===== src/rtl/inventory_ctrl.sv =====
// Tag-side Gen2 inventory sequencer: tag state, slot/Q ownership and reply scheduling.
// Optional sensor commands (Trans/SampleSensor/ReadSensor) are enabled by defining SENSOR_CMDS_EN.
module inventory_ctrl #(
    parameter logic [15:0] SEED   = 16'hACE1,
    parameter int unsigned SLOT_W = 15
) (
    input  logic              bitclk,
    input  logic              reset_n,
    input  logic [11:0]       cmd_in,
    input  logic              packet_complete,
    input  logic              crc_ok,
    input  logic [3:0]        q_in,
    input  logic              qadj_up,
    input  logic              qadj_dn,
    input  logic              rn_match,
    input  logic              tx_done,
    output logic [2:0]        state,
    output logic              tx_start,
    output logic [2:0]        tx_type,
    output logic              tx_busy,
    output logic [SLOT_W-1:0] slot,
    output logic [3:0]        q
);

    typedef enum logic [2:0] {
        ST_READY        = 3'd0,
        ST_ARBITRATE    = 3'd1,
        ST_REPLY        = 3'd2,
        ST_ACKNOWLEDGED = 3'd3,
        ST_OPEN         = 3'd4
    } state_t;

    typedef enum logic [2:0] {
        TX_RN16   = 3'd0,
        TX_EPC    = 3'd1,
        TX_HANDLE = 3'd2,
        TX_DATA   = 3'd3,
        TX_SENSOR = 3'd4
    } tx_t;

`ifdef SENSOR_CMDS_EN
    localparam logic [11:0] LEGAL_CMDS = 12'hFFF;
`else
    localparam logic [11:0] LEGAL_CMDS = 12'h1FF;
`endif

    state_t            state_q, state_d;
    tx_t               tx_type_q, tx_type_d, launch_type;
    logic [SLOT_W-1:0] slot_q, slot_d, draw;
    logic [3:0]        q_q, q_d, q_adj, q_draw;
    logic              tx_start_q, tx_start_d;
    logic              tx_busy_q, tx_busy_d;
    logic              launch;
    logic [15:0]       lfsr_q;
    logic              pc_q;
    logic [14:0]       draw_mask;
    logic              cmd_valid, crc_exempt, accept;

    assign cmd_valid  = (cmd_in != '0) && ((cmd_in & (cmd_in - 12'd1)) == '0)
                        && ((cmd_in & ~LEGAL_CMDS) == '0);
    assign crc_exempt = cmd_in[0] | cmd_in[2] | cmd_in[3];
    assign accept     = packet_complete & ~pc_q & cmd_valid & (crc_ok | crc_exempt) & ~tx_busy_q;

    always_comb begin
        q_adj = q_q;
        if (qadj_up && !qadj_dn && q_q != 4'hF)
            q_adj = q_q + 4'd1;
        else if (qadj_dn && !qadj_up && q_q != 4'h0)
            q_adj = q_q - 4'd1;
    end

    // Draw uses the post-update Q; a shift of 15 yields 0 so the mask becomes all ones.
    assign q_draw    = cmd_in[2] ? q_in : q_adj;
    assign draw_mask = (15'd1 << q_draw) - 15'd1;
    assign draw      = SLOT_W'(lfsr_q[14:0] & draw_mask);

    always_ff @(posedge bitclk or negedge reset_n) begin
        if (!reset_n) begin
            state_q    <= ST_READY;
            slot_q     <= '0;
            q_q        <= '0;
            tx_start_q <= 1'b0;
            tx_type_q  <= TX_RN16;
            tx_busy_q  <= 1'b0;
            lfsr_q     <= SEED;
            pc_q       <= 1'b0;
        end else begin
            state_q    <= state_d;
            slot_q     <= slot_d;
            q_q        <= q_d;
            tx_start_q <= tx_start_d;
            tx_type_q  <= tx_type_d;
            tx_busy_q  <= tx_busy_d;
            lfsr_q     <= {lfsr_q[14:0], lfsr_q[15] ^ lfsr_q[13] ^ lfsr_q[12] ^ lfsr_q[10]};
            pc_q       <= packet_complete;
        end
    end

    always_comb begin
        state_d     = state_q;
        slot_d      = slot_q;
        q_d         = q_q;
        tx_start_d  = 1'b0;
        tx_type_d   = tx_type_q;
        tx_busy_d   = tx_busy_q & ~tx_done;
        launch      = 1'b0;
        launch_type = TX_RN16;

        if (accept) begin
            if (cmd_in[2] || cmd_in[3]) begin
                if (cmd_in[2] || state_q == ST_ARBITRATE || state_q == ST_REPLY) begin
                    q_d    = q_draw;
                    slot_d = draw;
                    if (draw == '0) begin
                        state_d = ST_REPLY;
                        launch  = 1'b1;
                    end else begin
                        state_d = ST_ARBITRATE;
                    end
                end
            end else if (cmd_in[0]) begin
                case (state_q)
                    ST_ARBITRATE: begin
                        // Slot saturates at zero; reaching or sitting at zero both reply.
                        if (slot_q > SLOT_W'(1)) begin
                            slot_d = slot_q - SLOT_W'(1);
                        end else begin
                            slot_d  = '0;
                            state_d = ST_REPLY;
                            launch  = 1'b1;
                        end
                    end
                    ST_REPLY: begin
                        state_d = ST_ARBITRATE;
                        slot_d  = '1;
                    end
                    ST_ACKNOWLEDGED, ST_OPEN: state_d = ST_READY;
                    default: ;
                endcase
            end else if (cmd_in[1]) begin
                if (rn_match && (state_q == ST_REPLY || state_q == ST_ACKNOWLEDGED
                                 || state_q == ST_OPEN)) begin
                    if (state_q != ST_OPEN)
                        state_d = ST_ACKNOWLEDGED;
                    launch      = 1'b1;
                    launch_type = TX_EPC;
                end else if (state_q == ST_REPLY || state_q == ST_ACKNOWLEDGED) begin
                    state_d = ST_ARBITRATE;
                end
            end else if (cmd_in[4]) begin
                state_d = ST_READY;
                slot_d  = '0;
            end else if (cmd_in[5]) begin
                if (state_q != ST_READY)
                    state_d = ST_ARBITRATE;
            end else if (cmd_in[6]) begin
                if (rn_match && state_q == ST_ACKNOWLEDGED) begin
                    state_d     = ST_OPEN;
                    launch      = 1'b1;
                    launch_type = TX_HANDLE;
                end else if (rn_match && state_q == ST_OPEN) begin
                    launch      = 1'b1;
                    launch_type = TX_RN16;
                end
            end else if (cmd_in[7] || cmd_in[8]) begin
                if (rn_match && state_q == ST_OPEN) begin
                    launch      = 1'b1;
                    launch_type = TX_DATA;
                end
`ifdef SENSOR_CMDS_EN
            end else if (cmd_in[9] || cmd_in[10] || cmd_in[11]) begin
                if (rn_match && state_q == ST_OPEN) begin
                    launch      = 1'b1;
                    launch_type = TX_SENSOR;
                end
`endif
            end
        end

        if (launch) begin
            tx_start_d = 1'b1;
            tx_type_d  = launch_type;
            tx_busy_d  = 1'b1;
        end
    end

    assign state    = state_q;
    assign tx_start = tx_start_q;
    assign tx_type  = tx_type_q;
    assign tx_busy  = tx_busy_q;
    assign slot     = slot_q;
    assign q        = q_q;

endmodule


===== config.mk =====
export PLATFORM = sky130hd
export DESIGN_NAME = inventory_ctrl
export DESIGN_NICKNAME = d
export VERILOG_FILES = /design/src/rtl/inventory_ctrl.sv
export SDC_FILE = /design/constraint.sdc
export NUM_CORES = 1
export LEC_CHECK = 0
export ABC_AREA = 1
export BUFFER_PORTS_ARGS = -buffer_cell sky130_fd_sc_hd__buf_4
export CAP_MARGIN = 20
export CELL_PAD_IN_SITES_DETAIL_PLACEMENT = 1
export CELL_PAD_IN_SITES_GLOBAL_PLACEMENT = 2
export CORE_AREA = 2 2 109 111
export CTS_CLUSTER_DIAMETER = 120
export DETAILED_ROUTE_END_ITERATION = 6
export DIE_AREA = 0 0 111 113
export PLACE_DENSITY_LB_ADDON = 0.1
export SLEW_MARGIN = 20
export SYNTH_ARGS = -nofsm -noshare
export SYNTH_HDL_FRONTEND = slang
export SYNTH_SLANG_ARGS = --single-unit
export TNS_END_PERCENT = 20

===== constraint.sdc =====
create_clock -name bitclk -period 2.7 [get_ports bitclk]
set_input_delay 0.27 -clock bitclk [delete_from_list [all_inputs] [get_ports bitclk]]
set_output_delay 0.27 -clock bitclk [all_outputs]
set_load 0.02 [all_outputs]

==> metrics.csv <==
metric,value,unit
final worst slack,-51.46,ps
Total Power,0.001628,W
Setup crit start kind,flip-flop,
hpwl dp,8.443,mm
CP required,2880,ps
initial core utilization,28.52,%
nature of the critical path endpoint,flip-flop,
first-pass GRT wire length,18.61,mm
diodes inserted,0,
CTS tree,yes,
fmax,0.3634,GHz
CP max FO,7,
R2R depth,23,
Worst Hold Slack,-13.30,ps
GP Congestion,0.7742,
post-DR wirelength/cell,15.66,um
PortBufs,49,
PwrDens,362.4,mW/mm^2
via count,3371,
syn nets,487,
chip height,113,um
failing checks,"hold timing, setup timing",
"Distinct cells, synth",47,
internal reg-to-reg setup slack,-50,ps
Global Route Usage Sum,18.36,%
CTS root buffer,clkbuf_16,
CORE AREA,0.01127,sq mm
Area Overhead vs Synth,39.78,%
I/O pins,51,
Reg-to-Reg End,tx_type[0],
clock sink count,43,
critical path data arrival time,2930,ps
"Clk Latency, worst-skew pair",290,ps
row cnt,39,
reg-to-reg startpoint,q[1],
CTS Hold Bufs,0,
Gate Count Post-Synth,458,
Worst-path clk slew,60,ps
RSZ-0062 raised after global routing,true,
# nets final,584,
Worst IR Drop VDD,0.2278,mV
Detailed Routing Iterations Pass 1,4,
outcome,"finished, violations left",
Setup Skew,4.131,ps
drt drc,0,
vias per cell,4.823,
Static Leak,2.208,nW
actual slew at the worst max-slew pin,587.3,ps
Die Span X,111,um
Mean Syn Cell Area,7.018,sq um
clock buffer depth,2,
final hold vios,16,
fin crit period,2751,ps
Final Max Tran Viols,0,
initial drt markers,82,
CP Class,flip-flop to flip-flop,
share of layout cells above drive strength 1,34.17,%
initial antenna violation count,0,
"Cell Area, Synth",0.003214,sq mm
MaxCap Viol Count,0,
final critical-path share of the clock period,101.9,%
setup violators final,4,
H-tree depth,2,
Post-Route WL,10.95,mm
Slew HR,60.85,%
largest net degree at the start of global routing,44,
register area share after synthesis,33.79,%
die area,0.01254,sq mm
Synth Register Bits,43,
grt ovf,0,
number of global-route vias before repair,3581,
Hold WC Path Type,primary input to asynchronous set/reset pin,
CTS Buf Count,5,
Antenna Violating Nets Remaining,0,
yosys warns,0,
[registers in the layout, indices dropped and copies added, names as in the netlist]
| register | cells |
|---|---|
| pc_q | 1 |
| tx_start | 1 |
| q | 4 |
| state | 3 |
| slot | 15 |
| tx_type | 2 |
| tx_busy | 1 |
| lfsr_q | 16 |
[cell families after synthesis]
group / Yosys count / share of synthesized area, %
compound gates: 75 / 14.01
other cells: 1 / 0.1167
simple gates: 245 / 36.32
fa+ha+maj: 5 / 1.946
buf+inv: 74 / 9.731
xor+xnor: 15 / 4.087
flops: 43 / 33.79
[through the flow]
stage | instances | setup WS [ps] | instance area, sq um | utilization [%] | setup TNS [ps]
after floorplan | 458 | 18.27 | 3222 | - | 0
after global placement | 681 | -283.8 | 4015 | 35.62 | -1284
after detailed placement | 681 | -309.6 | 4015 | 35.62 | -1410
after CTS | 696 | -143.6 | 4354 | 38.63 | -609.7
after global routing | 699 | -257.7 | 4493 | 39.86 | -1291
final | 699 | -51.46 | 4493 | 39.86 | -159.3
[cells in the final DEF (no fill, tap or decap), drive strengths merged]
master and instances:
xor2 13, o31a 1, nand3b 1, nor4 4, a21boi 1, clkbuf 6, buf 103, o21bai 1
conb 1, nand2 108, nor4b 1, a211oi 1, dfrtp 35, xnor2 2, o22ai 1, o21ai 24
or4 1, o2111ai 2, o211ai 1, a21oi 25, a221oi 2, nand4 9, nand3 45, inv 61
clkinv 1, o21a 1, bufinv 1, dfstp 8, or2 6, a311oi 1, ha 5, nor2 62
a22oi 14, nor3 8
[cells in the mapped netlist (all sizes together)]
cell type | count | area (sq um)
o2111ai | 2 | 17.52
buf | 10 | 70.06
nand3 | 45 | 252.8
nand2 | 108 | 452.9
o21bai | 1 | 7.510
nand3b | 1 | 7.510
or2 | 6 | 37.54
o22ai | 1 | 6.260
o21ai | 24 | 120.1
nand4 | 9 | 56.30
nor3 | 8 | 40.04
o211ai | 1 | 7.510
dfstp | 8 | 210.2
ha | 5 | 62.56
nor4b | 1 | 8.760
clkbuf | 3 | 11.26
inv | 61 | 231.5
o31a | 1 | 8.760
a21oi | 25 | 128.9
a211oi | 1 | 7.510
a22oi | 14 | 105.1
a221oi | 2 | 17.52
xnor2 | 2 | 17.52
conb | 1 | 3.750
a21boi | 1 | 7.510
o21a | 1 | 7.510
nor2 | 62 | 279.0
dfrtp | 35 | 875.8
a311oi | 1 | 8.760
or4 | 1 | 7.510
xor2 | 13 | 113.9
nor4 | 4 | 25.02
[power by group]
part	switching (W)	internal, W	leakage [nW]
Clock	0.000261	0.000460	0.0868
Sequential	0.00000588	0.000650	0.465
Combinational	0.000148	0.000103	1.66
[cell type report]
cell class	count	area, sq um
Clock buffer	6	138.9
Clock inverter	2	35.03
Fill cell	1434	6779
Inverter	61	234.0
Multi-Input combinational cell	341	2026
Sequential cell	43	1091
Tap cell	143	178.9
Timing Repair Buffer	103	789.5
[critical path, stage by stage, from the launching register on]
cell and delay [ps]:
dfrtp_2 440, ha_4 180, nand3_4 100, nand2_8 80, nand2_2 90, nand2_2 80, nand2_2 80, nand2_4 60
nand3_4 70, nand2_4 60, nor2_4 90, nand3_2 90, ha_4 280, nor2_2 40, a21oi_2 90, nand2_1 50
nor2_1 90, nand4_1 100, nor2_1 100, nand3_1 120, nand2_2 150, nand2_4 80, nand2_1 80, nand2_1 50
[layer usage]
layer / track usage (%) / routed length, um / vias up
met5: 0 / 0 / -
li1: - / - / 1691
met2: 32.31 / 5504 / 49
met3: 2.785 / 309 / 9
met4: 3.500 / 108 / 0
met1: 24.21 / 5024 / 1622
[worst max-delay path by stage]
stage                     start         end  slack [ps]  cells after the start
after floorplan            q[1]  tx_type[0]          20                     23
after global placement     q[0]  tx_type[0]        -280                     23
after detailed placement   q[1]  tx_type[1]        -310                     23
after CTS                  q[1]  tx_type[0]        -140                     23
after global routing       q[0]  tx_type[1]        -260                     23
final                      q[1]  tx_type[0]         -50                     23
[what timing repair did]
action / in CTS / in global routing
hold endpoints to repair: 0 / 0
gates resized for setup: 24 / 32
buffers inserted: 7 / 3
endpoints found under the setup margin: 6 / 9
pin swaps: 21 / 22
(Power assumes the default switching activity.)
